==> src/rtl/multicycle_ctrl.sv <==
// Multicycle FETCH/DECODE/EXEC/MEM/WB sequencer driving a shared RV32I-subset datapath, with retired-instruction count.
// Latency: lw 5, sw/R/I 4, branch/jal 3 cycles with zero-wait memory; strobes decode combinationally from state.
// Backpressure: FETCH and MEM hold with mem_req/mem_we/iord stable until mem_ready; mem_ready is ignored elsewhere.
module multicycle_ctrl #(
    parameter int RESET_PC_STEP = 4
) (
    input  logic        clk,
    input  logic        rst_n,
    input  logic [31:0] inst,
    input  logic        mem_ready,
    input  logic        alu_zero,
    input  logic        alu_lt,
    output logic        mem_req,
    output logic        mem_we,
    output logic        iord,
    output logic        ir_write,
    output logic        pc_write,
    output logic        pcsrc,
    output logic [1:0]  alusrca,
    output logic [1:0]  alusrcb,
    output logic [1:0]  aluop,
    output logic        regwrite,
    output logic [1:0]  memtoreg,
    output logic [31:0] imm,
    output logic        illegal,
    output logic [31:0] instret
);

    // State encoding
    localparam logic [2:0] S_FETCH  = 3'd0;
    localparam logic [2:0] S_DECODE = 3'd1;
    localparam logic [2:0] S_EXEC   = 3'd2;
    localparam logic [2:0] S_MEM    = 3'd3;
    localparam logic [2:0] S_WB     = 3'd4;
    localparam logic [2:0] S_TRAP   = 3'd5;

    // Opcodes of the supported subset
    localparam logic [6:0] OP_LOAD   = 7'b0000011;
    localparam logic [6:0] OP_IALU   = 7'b0010011;
    localparam logic [6:0] OP_STORE  = 7'b0100011;
    localparam logic [6:0] OP_RALU   = 7'b0110011;
    localparam logic [6:0] OP_BRANCH = 7'b1100011;
    localparam logic [6:0] OP_JAL    = 7'b1101111;

    // Datapath mux codes
    localparam logic [1:0] SRCA_PC    = 2'b00;
    localparam logic [1:0] SRCA_RS1   = 2'b01;
    localparam logic [1:0] SRCA_OLDPC = 2'b10;
    localparam logic [1:0] SRCB_RS2   = 2'b00;
    localparam logic [1:0] SRCB_STEP  = 2'b01;
    localparam logic [1:0] SRCB_IMM   = 2'b10;
    localparam logic [1:0] ALU_ADD    = 2'b00;
    localparam logic [1:0] ALU_CMP    = 2'b01;
    localparam logic [1:0] ALU_FUNCT  = 2'b10;
    localparam logic [1:0] WB_ALUOUT  = 2'b00;
    localparam logic [1:0] WB_MDR     = 2'b01;
    localparam logic [1:0] WB_PC      = 2'b10;

    // A zero PC step leaves PC unchanged in FETCH, so its write is skipped
    localparam logic PC_ADVANCES = (RESET_PC_STEP != 0);

    logic [2:0]  r_state;
    logic        r_run;
    logic [31:0] r_instret;

    logic [6:0]  w_opcode;
    logic [2:0]  w_funct3;
    logic        w_is_lw;
    logic        w_is_sw;
    logic        w_is_ialu;
    logic        w_is_ralu;
    logic        w_is_br;
    logic        w_is_jal;
    logic        w_br_ok;
    logic        w_legal;
    logic        w_taken;
    logic        w_out_en;

    logic [2:0]  w_next;
    logic        w_retire;
    logic        w_mem_req;
    logic        w_mem_we;
    logic        w_iord;
    logic        w_ir_write;
    logic        w_pc_write;
    logic        w_pcsrc;
    logic [1:0]  w_alusrca;
    logic [1:0]  w_alusrcb;
    logic [1:0]  w_aluop;
    logic        w_regwrite;
    logic [1:0]  w_memtoreg;
    logic        w_illegal;

    assign w_opcode  = inst[6:0];
    assign w_funct3  = inst[14:12];
    assign w_is_lw   = (w_opcode == OP_LOAD);
    assign w_is_sw   = (w_opcode == OP_STORE);
    assign w_is_ialu = (w_opcode == OP_IALU);
    assign w_is_ralu = (w_opcode == OP_RALU);
    assign w_is_br   = (w_opcode == OP_BRANCH);
    assign w_is_jal  = (w_opcode == OP_JAL);

    // Only beq/bne/blt/bge are implemented among the branch funct3 codes
    assign w_br_ok = (w_funct3 == 3'b000) || (w_funct3 == 3'b001) ||
                     (w_funct3 == 3'b100) || (w_funct3 == 3'b101);

    assign w_legal = w_is_lw || w_is_sw || w_is_ialu || w_is_ralu ||
                     w_is_jal || (w_is_br && w_br_ok);

    // Branch condition from the ALU compare flags
    always_comb begin
        w_taken = 1'b0;
        case (w_funct3)
            3'b000:  w_taken = alu_zero;
            3'b001:  w_taken = !alu_zero;
            3'b100:  w_taken = alu_lt;
            3'b101:  w_taken = !alu_lt;
            default: w_taken = 1'b0;
        endcase
    end

    // Immediate generation by opcode format; stays live through reset
    always_comb begin
        imm = 32'd0;
        if (w_is_lw || w_is_ialu) begin
            imm = {{20{inst[31]}}, inst[31:20]};
        end else if (w_is_sw) begin
            imm = {{20{inst[31]}}, inst[31:25], inst[11:7]};
        end else if (w_is_br) begin
            imm = {{19{inst[31]}}, inst[31], inst[7], inst[30:25], inst[11:8], 1'b0};
        end else if (w_is_jal) begin
            imm = {{11{inst[31]}}, inst[31], inst[19:12], inst[20], inst[30:21], 1'b0};
        end
    end

    // Next-state and per-state datapath strobes
    always_comb begin
        w_next     = r_state;
        w_retire   = 1'b0;
        w_mem_req  = 1'b0;
        w_mem_we   = 1'b0;
        w_iord     = 1'b0;
        w_ir_write = 1'b0;
        w_pc_write = 1'b0;
        w_pcsrc    = 1'b0;
        w_alusrca  = SRCA_PC;
        w_alusrcb  = SRCB_RS2;
        w_aluop    = ALU_ADD;
        w_regwrite = 1'b0;
        w_memtoreg = WB_ALUOUT;
        w_illegal  = 1'b0;
        case (r_state)
            S_FETCH: begin
                w_mem_req = 1'b1;
                w_iord    = 1'b0;
                if (mem_ready) begin
                    // PC <= PC + step while IR/old-PC capture the fetched word
                    w_ir_write = 1'b1;
                    w_pc_write = PC_ADVANCES;
                    w_pcsrc    = 1'b0;
                    w_alusrca  = SRCA_PC;
                    w_alusrcb  = SRCB_STEP;
                    w_aluop    = ALU_ADD;
                    w_next     = S_DECODE;
                end
            end
            S_DECODE: begin
                // ALUOut <= old-PC + imm, the branch/jump target
                w_alusrca = SRCA_OLDPC;
                w_alusrcb = SRCB_IMM;
                w_aluop   = ALU_ADD;
                w_next    = w_legal ? S_EXEC : S_TRAP;
            end
            S_EXEC: begin
                if (w_is_lw || w_is_sw) begin
                    w_alusrca = SRCA_RS1;
                    w_alusrcb = SRCB_IMM;
                    w_aluop   = ALU_ADD;
                    w_next    = S_MEM;
                end else if (w_is_ialu) begin
                    w_alusrca = SRCA_RS1;
                    w_alusrcb = SRCB_IMM;
                    w_aluop   = ALU_FUNCT;
                    w_next    = S_WB;
                end else if (w_is_ralu) begin
                    w_alusrca = SRCA_RS1;
                    w_alusrcb = SRCB_RS2;
                    w_aluop   = ALU_FUNCT;
                    w_next    = S_WB;
                end else if (w_is_br && w_br_ok) begin
                    w_alusrca  = SRCA_RS1;
                    w_alusrcb  = SRCB_RS2;
                    w_aluop    = ALU_CMP;
                    w_pc_write = w_taken;
                    w_pcsrc    = 1'b1;
                    w_next     = S_FETCH;
                    w_retire   = 1'b1;
                end else if (w_is_jal) begin
                    // PC already holds old-PC + step, which is the link value
                    w_pc_write = 1'b1;
                    w_pcsrc    = 1'b1;
                    w_regwrite = 1'b1;
                    w_memtoreg = WB_PC;
                    w_next     = S_FETCH;
                    w_retire   = 1'b1;
                end else begin
                    w_next = S_TRAP;
                end
            end
            S_MEM: begin
                w_mem_req = 1'b1;
                w_iord    = 1'b1;
                w_mem_we  = w_is_sw;
                if (mem_ready) begin
                    if (w_is_sw) begin
                        w_next   = S_FETCH;
                        w_retire = 1'b1;
                    end else if (w_is_lw) begin
                        w_next = S_WB;
                    end else begin
                        w_next = S_TRAP;
                    end
                end
            end
            S_WB: begin
                w_regwrite = 1'b1;
                w_memtoreg = w_is_lw ? WB_MDR : WB_ALUOUT;
                w_next     = S_FETCH;
                w_retire   = 1'b1;
            end
            S_TRAP: begin
                w_illegal = 1'b1;
            end
            default: begin
                w_next = S_TRAP;
            end
        endcase
    end

    // Outputs stay quiet while reset is asserted and until it has been sampled released
    assign w_out_en = rst_n && r_run;

    assign mem_req  = w_out_en && w_mem_req;
    assign mem_we   = w_out_en && w_mem_we;
    assign iord     = w_out_en && w_iord;
    assign ir_write = w_out_en && w_ir_write;
    assign pc_write = w_out_en && w_pc_write;
    assign pcsrc    = w_out_en && w_pcsrc;
    assign alusrca  = w_out_en ? w_alusrca  : 2'b00;
    assign alusrcb  = w_out_en ? w_alusrcb  : 2'b00;
    assign aluop    = w_out_en ? w_aluop    : 2'b00;
    assign regwrite = w_out_en && w_regwrite;
    assign memtoreg = w_out_en ? w_memtoreg : 2'b00;
    assign illegal  = w_out_en && w_illegal;
    assign instret  = rst_n ? r_instret : 32'd0;

    // State, run flag and retired-instruction counter with synchronous reset
    always_ff @(posedge clk) begin
        if (!rst_n) begin
            r_state   <= S_FETCH;
            r_run     <= 1'b0;
            r_instret <= 32'd0;
        end else begin
            r_run <= 1'b1;
            if (r_run) begin
                r_state <= w_next;
                if (w_retire) begin
                    r_instret <= r_instret + 32'd1;
                end
            end
        end
    end

endmodule
==> config.mk <==
export PLATFORM = sky130hd
export DESIGN_NAME = multicycle_ctrl
export DESIGN_NICKNAME = d
export VERILOG_FILES = /design/src/rtl/multicycle_ctrl.sv
export SDC_FILE = /design/constraint.sdc
export NUM_CORES = 1
export LEC_CHECK = 0
export CAP_MARGIN = 20
export CORE_ASPECT_RATIO = 1.5
export CORE_MARGIN = 2
export CORE_UTILIZATION = 46
export DETAILED_ROUTE_END_ITERATION = 10
export GPL_TIMING_DRIVEN = 0
export PLACE_DENSITY_LB_ADDON = 0.05
export SYNTH_ARGS = -nofsm -noshare
export SYNTH_HDL_FRONTEND = slang
export SYNTH_SLANG_ARGS = --single-unit
==> constraint.sdc <==
create_clock -name clk -period 6.91 [get_ports clk]
set_input_delay 2.073 -clock clk [delete_from_list [all_inputs] [get_ports clk]]
set_output_delay 2.073 -clock clk [all_outputs]
set_load 0.05 [all_outputs]
==> results.md, run 1 <==
| Result | Reported |
|:---|:---|
| Outcome | finished, final reports clean |
| Setup-failing EPs final | 0 |
| Final worst clock skew | 4.17 ps |
| Warning count from the yosys run | 0 |
| Share of synthesized area occupied by flip-flops and latches | 26.5% |
| Post-Synthesis Cell Area | 2720 um2 |
| Residual antenna-violating net count after detailed routing | 0 |
| Number of antenna diodes | 0 |
| Wire length of the first global-routing pass | 14.4 mm |
| Placed insts | 542 |
| Yosys top cell by area | sky130_fd_sc_hd__dfxtp_1 |
| CP Capture Type | output pin |
| Initial core utilization | 47.3% |
| Syn_nets | 393 |
| Share of final-layout standard cells stronger than drive strength 1 | 10.7% |
| Final hold violations | 0 |
| Most common flop cell mapped by yosys | sky130_fd_sc_hd__dfxtp_1 |
| Clock tree from TritonCTS | done |
| Inserted Clock Buffers | 5 |
| Count of final max-slew check failures | 0 |
| Gate count of the mapped netlist | 355 |
| Filler Cell Count | 505 |
| Final weighted congestion of routability-driven global placement | 0.933 |
| Max VDD drop | 0.132 mV |
| Area share of the largest cell type after synthesis | 26.5% |
| Vias post-DR | 3208 |
| Number of setup buffers added after CTS | 0 |
| DRT Pass-1 Iters | 5 |
| GRT Resource Usage Total | 27.4% |
| Commonest non-fill, non-tap cells in the layout | sky130_fd_sc_hd__clkdlybuf4s50_1 (88), sky130_fd_sc_hd__dfxtp_1 (36), sky130_fd_sc_hd__and2_1 (34) |
| Reg clk slew, reported paths | 70 ps |
| Area of the die | 6550 um2 |
| Clk Tree Root Cell | sky130_fd_sc_hd__clkbuf_8 |
| Area inside the core boundary | 5740 um2 |
| CP required | 4840 ps |
| Critical path startpoint | inst[3] |
| Proportion of register bits with asynchronous set or reset after synthesis | 0% |
| Area of all placed cells without fillers | 4060 um2 |
| Startpoint-to-endpoint class of the critical path | in2out |
| Number of remaining DRC errors | 0 |
| Total power of the final layout | 0.460 mW |
| Via count of the first global-routing pass | 3037 |
| Vert. Die Dim | 98.1 um |
| Startpoint kind of the worst setup timing path | input pin |
| Transition at the pin with the smallest max-transition slack | 680 ps |
| Largest net degree at the start of global routing | 13 |
| Number of H-tree branching levels | 2 |
| Post-DP HPWL | 6.87 mm |
| Number of design-rule violations left by the first detailed-router iteration | 145 |
| Commonest non-fill, non-tap cell in the layout | sky130_fd_sc_hd__clkdlybuf4s50_1 |
| Max Fclk | 0.147 GHz |
| Total cell area at the placement stage | 3960 um2 |
| Remaining global-route overflow | 0 |
| Finished Layout Cells | 550 |
| PwrDens | 113 nW/um2 |
| Period utilisation layout | 98.3% |
| Post-Synthesis Mean Instance Area | 7.65 um2 |
| Clock latency on the worst-skew pair | 290 ps |
| Post-Route Setup TNS | 0 ps |
| Max-Slew Margin vs Limit | 54.2% |
| Post-synth EDFFs | 0 |
| Final Util | 70.7% |
| Top cells by area in the synthesized netlist | sky130_fd_sc_hd__dfxtp_1 (27%), sky130_fd_sc_hd__and2_1 (7.8%), sky130_fd_sc_hd__o31ai_1 (6.1%) |
| CTS max path bufs | 2 |
| Ports placed on the boundary | 117 |
| Synth unique cells | 52 |
| Worst hold start | r_instret[13]$_SDFFE_PN0P_ |
| Startpoint of the most critical register-to-register path | r_state[0]$_SDFFE_PN0P_ |
| Reported max-cap violation count | 0 |
| Smallest setup slack after layout | 120 ps |
| Via count normalized by instance count | 5.83 |
| Highest net fanout along the worst path | 8 |
| Mean routed wirelength per cell | 16.5 um |
| Net count, final | 515 |
| Class of the tightest hold or removal check | reg2reg |
| Static leakage power | 1.58 nW |
| Seq cells post-synth | 36 |
| DRT Wirelength | 9.07 mm |
| Width of the die | 66.7 um |
| Cts-stage hold buffer count | 0 |
| Worst slack, placed | -715 ps |
| Clk sink count | 36 |
| Initial antenna violation count | 0 |
| Post-route minimum period | 6790 ps |
| Worst Path Arrival | 4720 ps |
| Synth-to-layout area growth | 49.5% |
| WHS | 495 ps |
| Count of port buffers added during placement | 115 |
| Number of core rows | 34 |
==> worst max-delay path: stages <==
cell and delay [ps]:
sky130_fd_sc_hd__clkdlybuf4s50_1 450, sky130_fd_sc_hd__and4bb_4 410, sky130_fd_sc_hd__nand2b_1 200, sky130_fd_sc_hd__o21ai_0 220, sky130_fd_sc_hd__and2_1 170, sky130_fd_sc_hd__clkbuf_1 280, sky130_fd_sc_hd__a21o_1 130, sky130_fd_sc_hd__clkdlybuf4s50_1 790
==> where the power goes <==
group	switching (mW)	leakage [nW]	internal [mW]
Clock	0.0804	0.0455	0.0815
Combinational	0.0505	1.24	0.0371
Sequential	0.00208	0.290	0.208
Total	0.133	1.58	0.327
==> cells in the mapped netlist, types with 2 or more instances <==
cell type and n:
sky130_fd_sc_hd__buf_4 12, sky130_fd_sc_hd__nand3_1 16, sky130_fd_sc_hd__a21oi_1 26, sky130_fd_sc_hd__buf_2 7, sky130_fd_sc_hd__o21ai_0 9, sky130_fd_sc_hd__nand2b_1 6
sky130_fd_sc_hd__o31ai_1 22, sky130_fd_sc_hd__and2_1 34, sky130_fd_sc_hd__or3_1 5, sky130_fd_sc_hd__or4_1 20, sky130_fd_sc_hd__mux2_2 7, sky130_fd_sc_hd__dfxtp_1 36
sky130_fd_sc_hd__o22ai_1 2, sky130_fd_sc_hd__a21o_1 8, sky130_fd_sc_hd__and3_1 4, sky130_fd_sc_hd__a22o_1 4, sky130_fd_sc_hd__clkbuf_1 13, sky130_fd_sc_hd__nor4b_1 2
sky130_fd_sc_hd__nand4_1 11, sky130_fd_sc_hd__nor3_1 10, sky130_fd_sc_hd__o21a_1 3, sky130_fd_sc_hd__nor3_2 2, sky130_fd_sc_hd__o31a_1 2, sky130_fd_sc_hd__inv_1 7
sky130_fd_sc_hd__buf_6 2, sky130_fd_sc_hd__nor4_1 7, sky130_fd_sc_hd__nor2_1 24, sky130_fd_sc_hd__nor2b_1 9, sky130_fd_sc_hd__nand2_1 22
==> cell families (layout without fill, tap and decap cells) <==
group	count (synthesis)	after routing	share of synthesized area, %
muxes	8	8	3.27
DFF	36	36	26.5
adders and majority gates	1	1	0.461
and+or+nand+nor	179	179	38.3
buffers and inverters	42	165	8.34
AOI/OAI and AO/OA	88	88	22.8
xor gates and xnor gates	1	1	0.322
==> registers in the layout (all words and copies together) (netlist names) <==
signal and count:
r_run 1, r_instret 32, r_state 3
==> final timing paths <==
check	end	slack, ps	cells after the start
hold / removal	r_instret[13]$_SDFFE_PN0P_	500	2
setup reg to reg	r_instret[15]$_SDFFE_PN0P_	4370	7
setup / recovery	imm[19]	120	8
hold reg to reg	r_instret[13]$_SDFFE_PN0P_	500	2
==> final cells by class <==
cell class / instances / area (um2) / share of cell area (%)
clock buffer: 8 / 90.1 / 2.22
timing repair buffer: 115 / 1160 / 28.5
sequential: 36 / 721 / 17.7
multi-input combinational: 277 / 1780 / 43.7
buffer: 34 / 196 / 4.84
tap: 72 / 90.1 / 2.22
inverter: 8 / 31.3 / 0.770
==> what timing repair did <==
action	CTS	global route
resized for setup	33	20
endpoints found under the setup margin	22	20
pin swaps	0	0
==> metal layers <==
metal | track usage (%) | up-vias | share of wire (%)
met1 | 29.4 | 1471 | 37
met4 | 11.9 | 0 | 2.7
met5 | 0 | - | 0
met2 | 50.2 | 158 | 52
li1 | - | 1557 | -
met3 | 5.07 | 22 | 8.5
(Power assumes the default switching activity.)
==> run 2: changes to the inputs <==
==> constraint.sdc (replaced) <==
create_clock -name clk -period 6.91 [get_ports clk]
set_input_delay 0.691 -clock clk [delete_from_list [all_inputs] [get_ports clk]]
set_output_delay 0.691 -clock clk [all_outputs]
set_load 0.05 [all_outputs]
==> run 2 against run 1 <==
Compared with the run above: clock power barely moved; non-clock buffer count did not move; final cell count did not move; worst hold slack got worse by 3.8 ps; global-route usage fell by 0.14 points; clock skew fell by 0.91 ps; core utilization fell by 0.24 points; maximum frequency rose by 39%; die area did not move.
==> results.md, run 2 (synthesis gave the netlist of run 1 again) <==
| Result | Reported | Delta |
|:---|:---|:---|
| Area of the die | 6550 um2 | unchanged |
| Synth-to-layout area growth | 49.0% | was 49.5% |
| Flop pwr share | 46.1% | was 45.8% |
| Post-DP HPWL | 6.87 mm | unchanged |
| Area of all placed cells without fillers | 4050 um2 | was 4060 um2 |
| Period utilisation layout | 70.7% | was 98.3% |
| Clock tree from TritonCTS | done | unchanged |
| Cts-stage hold buffer count | 0 | unchanged |
| Final Util | 70.5% | was 70.7% |
| Number of antenna diodes | 0 | unchanged |
| Number of remaining DRC errors | 0 | unchanged |
| Smallest setup slack after layout | 2030 ps | was 120 ps |
| Via count of the first global-routing pass | 3019 | was 3037 |
| CTS max path bufs | 2 | unchanged |
| Count of port buffers added during placement | 115 | unchanged |
| Wire length of the first global-routing pass | 14.3 mm | was 14.4 mm |
| Class of the tightest hold or removal check | reg2reg | unchanged |
| DRT Pass-1 Iters | 4 | was 5 |
| Mean routed wirelength per cell | 16.4 um | was 16.5 um |
| DRT Wirelength | 9.00 mm | was 9.07 mm |
| Worst Path Arrival | 4190 ps | was 4720 ps |
| CP required | 6220 ps | was 4840 ps |
| Finished Layout Cells | 550 | unchanged |
| Setup-failing EPs final | 0 | unchanged |
| Number of design-rule violations left by the first detailed-router iteration | 146 | was 145 |
| Remaining global-route overflow | 0 | unchanged |
| Sw Share | 28.3% | was 28.9% |
| Outcome | finished, final reports clean | unchanged |
| Max-Slew Margin vs Limit | 45.3% | was 54.2% |
| Number of H-tree branching levels | 2 | unchanged |
| Vias post-DR | 3192 | was 3208 |
| List of cells traversed by the critical path | clkdlybuf4s50_1, and4bb_4, nand2b_1, o21ai_0, nor2_1, nor2b_1, buf_4, clkdlybuf4s50_1 | was clkdlybuf4s50_1, and4bb_4, nand2b_1, o21ai_0, and2_1, clkbuf_1, a21o_1, clkdlybuf4s50_1 |
| Reported max-cap violation count | 0 | unchanged |
| Combinational share of power | 19.2% | was 19.0% |
| Startpoint kind of the worst setup timing path | input pin | unchanged |
| Register with the most flip-flops | r_instret | unchanged |
| Residual antenna-violating net count after detailed routing | 0 | unchanged |
| Cell with the largest stage delay on the worst path | sky130_fd_sc_hd__clkdlybuf4s50_1 | unchanged |
| Number of setup buffers added after CTS | 0 | unchanged |
| Final hold violations | 0 | unchanged |
| Total cell area at the placement stage | 3960 um2 | unchanged |
| GRT Resource Usage Total | 27.2% | was 27.4% |
| Share of power burned in the clock network | 34.7% | was 35.2% |
| Startpoint-to-endpoint class of the critical path | in2out | unchanged |
| Initial antenna violation count | 0 | unchanged |
| Initial core utilization | 47.3% | unchanged |
| Clock latency on the worst-skew pair | 290 ps | about the same |
| WHS | 491 ps | was 495 ps |
| Net load switching power | 0.130 mW | was 0.133 mW |
| Reg clk slew, reported paths | 70 ps | about the same |
| Static leakage power | 1.42 nW | was 1.58 nW |
| Commonest non-fill, non-tap cell in the layout | sky130_fd_sc_hd__clkdlybuf4s50_1 | unchanged |
| Width of the die | 66.7 um | unchanged |
| CP Capture Type | output pin | unchanged |
| Ports placed on the boundary | 117 | unchanged |
| Number of flip-flops in the largest register | 32 | unchanged |
| Clk sink count | 36 | unchanged |
| Cell repeated most along the worst path | sky130_fd_sc_hd__clkdlybuf4s50_1 | unchanged |
| Unrepaired setup endpoints after global routing | false |  |
| Gates resized, CTS repair | 0 | was 33 |
| Worst slack, placed | 2050 ps | was -715 ps |
| Final weighted congestion of routability-driven global placement | 0.933 | unchanged |
| Number of core rows | 34 | unchanged |
| Max Fclk | 0.205 GHz | was 0.147 GHz |
| Count of final max-slew check failures | 0 | unchanged |
| Registers with the highest flip-flop counts | r_instret: 32 flops, r_state: 3 flops, r_run: 1 flops | unchanged |
| Reg-to-reg slack, setup | 4370 ps | about the same |
| Vert. Die Dim | 98.1 um | unchanged |
| Post-Route Setup TNS | 0 ps | unchanged |
| Internal portion of total power | 0.328 mW | was 0.327 mW |
| Placed insts | 542 | unchanged |
| Post-route minimum period | 4880 ps | was 6790 ps |
| PwrDens | 113 nW/um2 | about the same |
| Via count normalized by instance count | 5.80 | was 5.83 |
| Stage delay of the slowest cell on the critical path | 800 ps | was 790 ps |
| Clk Tree Root Cell | sky130_fd_sc_hd__clkbuf_8 | unchanged |
| Transition at the pin with the smallest max-transition slack | 819 ps | was 680 ps |
| Net count, final | 515 | unchanged |
| Total power of the final layout | 0.457 mW | was 0.460 mW |
| Largest net degree at the start of global routing | 13 | unchanged |
| Area inside the core boundary | 5740 um2 | unchanged |
| Highest net fanout along the worst path | 12 | was 8 |
| Max VDD drop | 0.132 mV | about the same |
| Share of final-layout standard cells stronger than drive strength 1 | 8.79% | was 10.7% |
| Commonest non-fill, non-tap cells in the layout | sky130_fd_sc_hd__clkdlybuf4s50_1 (115), sky130_fd_sc_hd__dfxtp_1 (36), sky130_fd_sc_hd__and2_1 (34) | was sky130_fd_sc_hd__clkdlybuf4s50_1 (88), sky130_fd_sc_hd__dfxtp_1 (36), sky130_fd_sc_hd__and2_1 (34) |
| Final worst clock skew | 3.26 ps | was 4.17 ps |
| Inserted Clock Buffers | 5 | unchanged |
run 2: metal layers:
layer	GRT usage, %	up-vias	part of all wire, %
met2	49.8	154	52
met3	5.41	24	8.6
li1	-	1560	-
met5	0	-	0
met4	11.9	0	2.8
met1	29.1	1454	37
run 2: power by group through the flow:
stage                     clock, mW  combinational [mW]  sequential (mW)
after floorplan                   0              0.0466            0.215
after CTS                     0.158              0.0874            0.211
after global placement            0              0.0866            0.215
final                         0.159              0.0880            0.211
after global routing          0.168              0.0934            0.211
after detailed placement          0              0.0871            0.215
run 2: cell type report:
type | count | area, um2
multi-input combinational | 277 | 1770
fill | 502 | 1700
timing repair buffer | 115 | 1150
sequential | 36 | 721
buffer | 34 | 196
clock buffer | 8 | 90.1
tap | 72 | 90.1
inverter | 8 | 30.0
run 2: worst max-delay path, delay by kind of cell:
family,cells,cell delay [ps]
AOI/OAI and AO/OA,1,490
buffers and inverters,3,1480
and+or+nand+nor,4,1520
run 2: worst paths after layout:
kind | from | end | cells past startpoint
setup / recovery | inst[3] | imm[21] | 8
hold / removal | r_instret[13]$_SDFFE_PN0P_ | r_instret[13]$_SDFFE_PN0P_ | 2
setup reg to reg | r_state[0]$_SDFFE_PN0P_ | r_instret[15]$_SDFFE_PN0P_ | 7
hold reg to reg | r_instret[13]$_SDFFE_PN0P_ | r_instret[13]$_SDFFE_PN0P_ | 2
==> run 3: changes to the inputs <==
CORE_UTILIZATION = 39   (was 46)
clock period = 4.1 ns   (was 6.91 ns; I/O delays follow)
==> run 3 against run 2 <==
Compared with the run above: final cell count rose by 1.1%; wire length rose by 3.1%; die area rose by 17%; clock-buffer cell count fell by 1; highest routed layer unchanged; sequential share of layout area fell by 0.23 points; largest power group unchanged; non-clock buffer count did not move; largest cell class unchanged.
==> results.md, run 3 (synthesis gave the netlist of run 1 again) <==
| Result | Reported | Delta |
|:---|:---|:---|
| Outcome | finished, final reports clean | unchanged |
| Sw Share | 25.8% | was 28.3% |
| DRT Wirelength | 9.28 mm | was 9.00 mm |
| Share of final-layout standard cells stronger than drive strength 1 | 9.41% | was 8.79% |
| Via count of the first global-routing pass | 3019 | unchanged |
| DRT Pass-1 Iters | 4 | unchanged |
| CTS max path bufs | 2 | unchanged |
| Number of setup buffers added after CTS | 0 | unchanged |
| Register with the most flip-flops | r_instret | unchanged |
| Reported max-cap violation count | 0 | unchanged |
| Synth-to-layout area growth | 51.0% | was 49.0% |
| Combinational share of power | 17.6% | was 19.2% |
| Wire length of the first global-routing pass | 14.6 mm | was 14.3 mm |
| Via count normalized by instance count | 5.85 | was 5.80 |
| Max Fclk | 0.260 GHz |  |
| Clk Tree Root Cell | sky130_fd_sc_hd__clkbuf_8 | unchanged |
| Remaining global-route overflow | 0 | unchanged |
| Max VDD drop | 0.237 mV | was 0.132 mV |
| Inserted Clock Buffers | 5 | unchanged |
| Class of the tightest hold or removal check | reg2reg | unchanged |
| Residual antenna-violating net count after detailed routing | 0 | unchanged |
| Initial core utilization | 39.9% | was 47.3% |
| Vias post-DR | 3252 | was 3192 |
| Final hold violations | 0 | unchanged |
| Initial antenna violation count | 0 | unchanged |
| Count of port buffers added during placement | 115 | unchanged |
| Number of design-rule violations left by the first detailed-router iteration | 140 | was 146 |
| Net count, final | 515 | unchanged |
| Stage delay of the slowest cell on the critical path | 860 ps | was 800 ps |
| Width of the die | 72.1 um | was 66.7 um |
| Mean routed wirelength per cell | 16.7 um | was 16.4 um |
| Startpoint kind of the worst setup timing path | input pin | unchanged |
| Commonest non-fill, non-tap cells in the layout | sky130_fd_sc_hd__clkdlybuf4s50_1 (114), sky130_fd_sc_hd__dfxtp_1 (36), sky130_fd_sc_hd__and2_1 (34) | was sky130_fd_sc_hd__clkdlybuf4s50_1 (115), sky130_fd_sc_hd__dfxtp_1 (36), sky130_fd_sc_hd__and2_1 (34) |
| Share of power burned in the clock network | 40.7% | was 34.7% |
| Net load switching power | 0.220 mW | was 0.130 mW |
| Commonest non-fill, non-tap cell in the layout | sky130_fd_sc_hd__clkdlybuf4s50_1 | unchanged |
| Area inside the core boundary | 6810 um2 | was 5740 um2 |
| Post-DP HPWL | 7.20 mm | was 6.87 mm |
| Internal portion of total power | 0.630 mW | was 0.328 mW |
| Ports placed on the boundary | 117 | unchanged |
| Cell with the largest stage delay on the worst path | sky130_fd_sc_hd__clkdlybuf4s50_1 | unchanged |
| Clk sink count | 36 | unchanged |
| Area of the die | 7660 um2 | was 6550 um2 |
| Highest net fanout along the worst path | 10 | was 12 |
| Largest delay contributor family on the critical path | buffers and inverters | was simple AND/OR/NAND/NOR gates |
| Transition at the pin with the smallest max-transition slack | 637 ps | was 819 ps |
| CP required | 3690 ps | was 6220 ps |
| Final weighted congestion of routability-driven global placement | 0.908 | was 0.933 |
| Cts-stage hold buffer count | 0 | unchanged |
| Number of core rows | 37 | was 34 |
| Max-Slew Margin vs Limit | 57.3% | was 45.3% |
| Setup-failing EPs final | 0 | unchanged |
| Reg clk slew, reported paths | 70 ps | about the same |
| Worst Path Arrival | 3440 ps | was 4190 ps |
| Flop pwr share | 41.7% | was 46.1% |
| GRT Resource Usage Total | 23.9% | was 27.2% |
| PwrDens | 207 nW/um2 | was 113 nW/um2 |
| Worst slack, placed | -196 ps | was 2050 ps |
| Largest net degree at the start of global routing | 13 | unchanged |
| Number of flip-flops in the largest register | 32 | unchanged |
| Combined buffer and inverter count along the critical path | 4 | was 3 |
| List of cells traversed by the critical path | clkdlybuf4s50_1, clkinv_1, or3_1, clkbuf_1, nor2_1, nand2_1, o22ai_1, clkdlybuf4s50_1 | was clkdlybuf4s50_1, and4bb_4, nand2b_1, o21ai_0, nor2_1, nor2b_1, buf_4, clkdlybuf4s50_1 |
| Clock latency on the worst-skew pair | 290 ps | about the same |
| Number of remaining DRC errors | 0 | unchanged |
| Total cell area at the placement stage | 3970 um2 | was 3960 um2 |
| Gates resized, CTS repair | 1 | was 0 |
| Number of H-tree branching levels | 2 | unchanged |
| Clock tree from TritonCTS | done | unchanged |
| Registers with the highest flip-flop counts | r_instret: 32 flops, r_state: 3 flops, r_run: 1 flops | unchanged |
| Vert. Die Dim | 106 um | was 98.1 um |
| Cell repeated most along the worst path | sky130_fd_sc_hd__clkdlybuf4s50_1 | unchanged |
| Static leakage power | 1.46 nW | was 1.42 nW |
| Count of final max-slew check failures | 0 | unchanged |
| Unrepaired setup endpoints after global routing | false | unchanged |
| Post-route minimum period | 3850 ps |  |
| CP Capture Type | output pin | unchanged |
| Period utilisation layout | 94.0% |  |
| Number of antenna diodes | 0 | unchanged |
| Smallest setup slack after layout | 247 ps | was 2030 ps |
| Final worst clock skew | 2.42 ps | was 3.26 ps |
| Area of all placed cells without fillers | 4100 um2 | was 4050 um2 |
| Startpoint-to-endpoint class of the critical path | in2out | unchanged |
-- run 3: changes by cell type in the layout (fill, tap and decap cells not counted), sizes merged --
cell	previous run	this run
clkdlybuf4s50	115	114
bufinv	0	1
clkbuf	21	20
dlymetal6s2s	0	1
-- run 3: path summary, 6_finish.rpt --
check	from	end	slack, ps	depth (start not counted)
hold reg to reg	r_instret[31]$_SDFFE_PN0P_	r_instret[31]$_SDFFE_PN0P_	490	2
setup reg to reg	r_state[0]$_SDFFE_PN0P_	r_instret[27]$_SDFFE_PN0P_	1600	7
setup / recovery	rst_n	regwrite	250	8
hold / removal	r_instret[31]$_SDFFE_PN0P_	r_instret[31]$_SDFFE_PN0P_	490	2
-- run 3: power by group through the flow --
stage | clock [mW] | sequential, mW | combinational (mW)
global route | 0.364 | 0.355 | 0.159
CTS | 0.351 | 0.355 | 0.149
global placement | 0 | 0.363 | 0.147
floorplan | 0 | 0.362 | 0.0785
detailed placement | 0 | 0.363 | 0.149
finish | 0.346 | 0.355 | 0.149
-- run 3: per-stage QoR --
step / util, % / power [mW] / setup TNS [ps] / cells / hold slack (ps)
final: 60.3 / 0.850 / 0 / 556 / 485
after CTS: 60.2 / 0.854 / 0 / 556 / 482
after detailed placement: 58.3 / 0.511 / -2020 / 548 / 473
after global routing: 60.3 / 0.878 / 0 / 556 / 517
after floorplan: - / 0.440 / 0 / 355 / 438
after global placement: 58.3 / 0.510 / -2040 / 548 / 455
-- run 3: final cells by class --
| cell class | instances | area, um2 |
|---|---|---|
| multi-input cells | 277 | 1780 |
| flip-flops and latches | 36 | 721 |
| fillers | 673 | 2700 |
| clock inverters | 1 | 30.0 |
| plain buffers | 34 | 196 |
| repair buffers | 115 | 1150 |
| well taps | 78 | 97.6 |
| clock buffers | 7 | 96.3 |
| inverters | 8 | 30.0 |
-- run 3: layer usage --
layer	up-vias	GRT usage [%]	part of all wire, %
met5	-	0	0
li1	1561	-	-
met3	21	2.84	5.8
met4	0	11.3	2.7
met2	123	44.3	53
met1	1547	26.1	39
-- run 3: worst min-delay path, delay by kind of cell (launching register included) --
kind,cells,cell delay (ps)
AO/OA/AOI/OAI,2,120
flip-flops,1,320
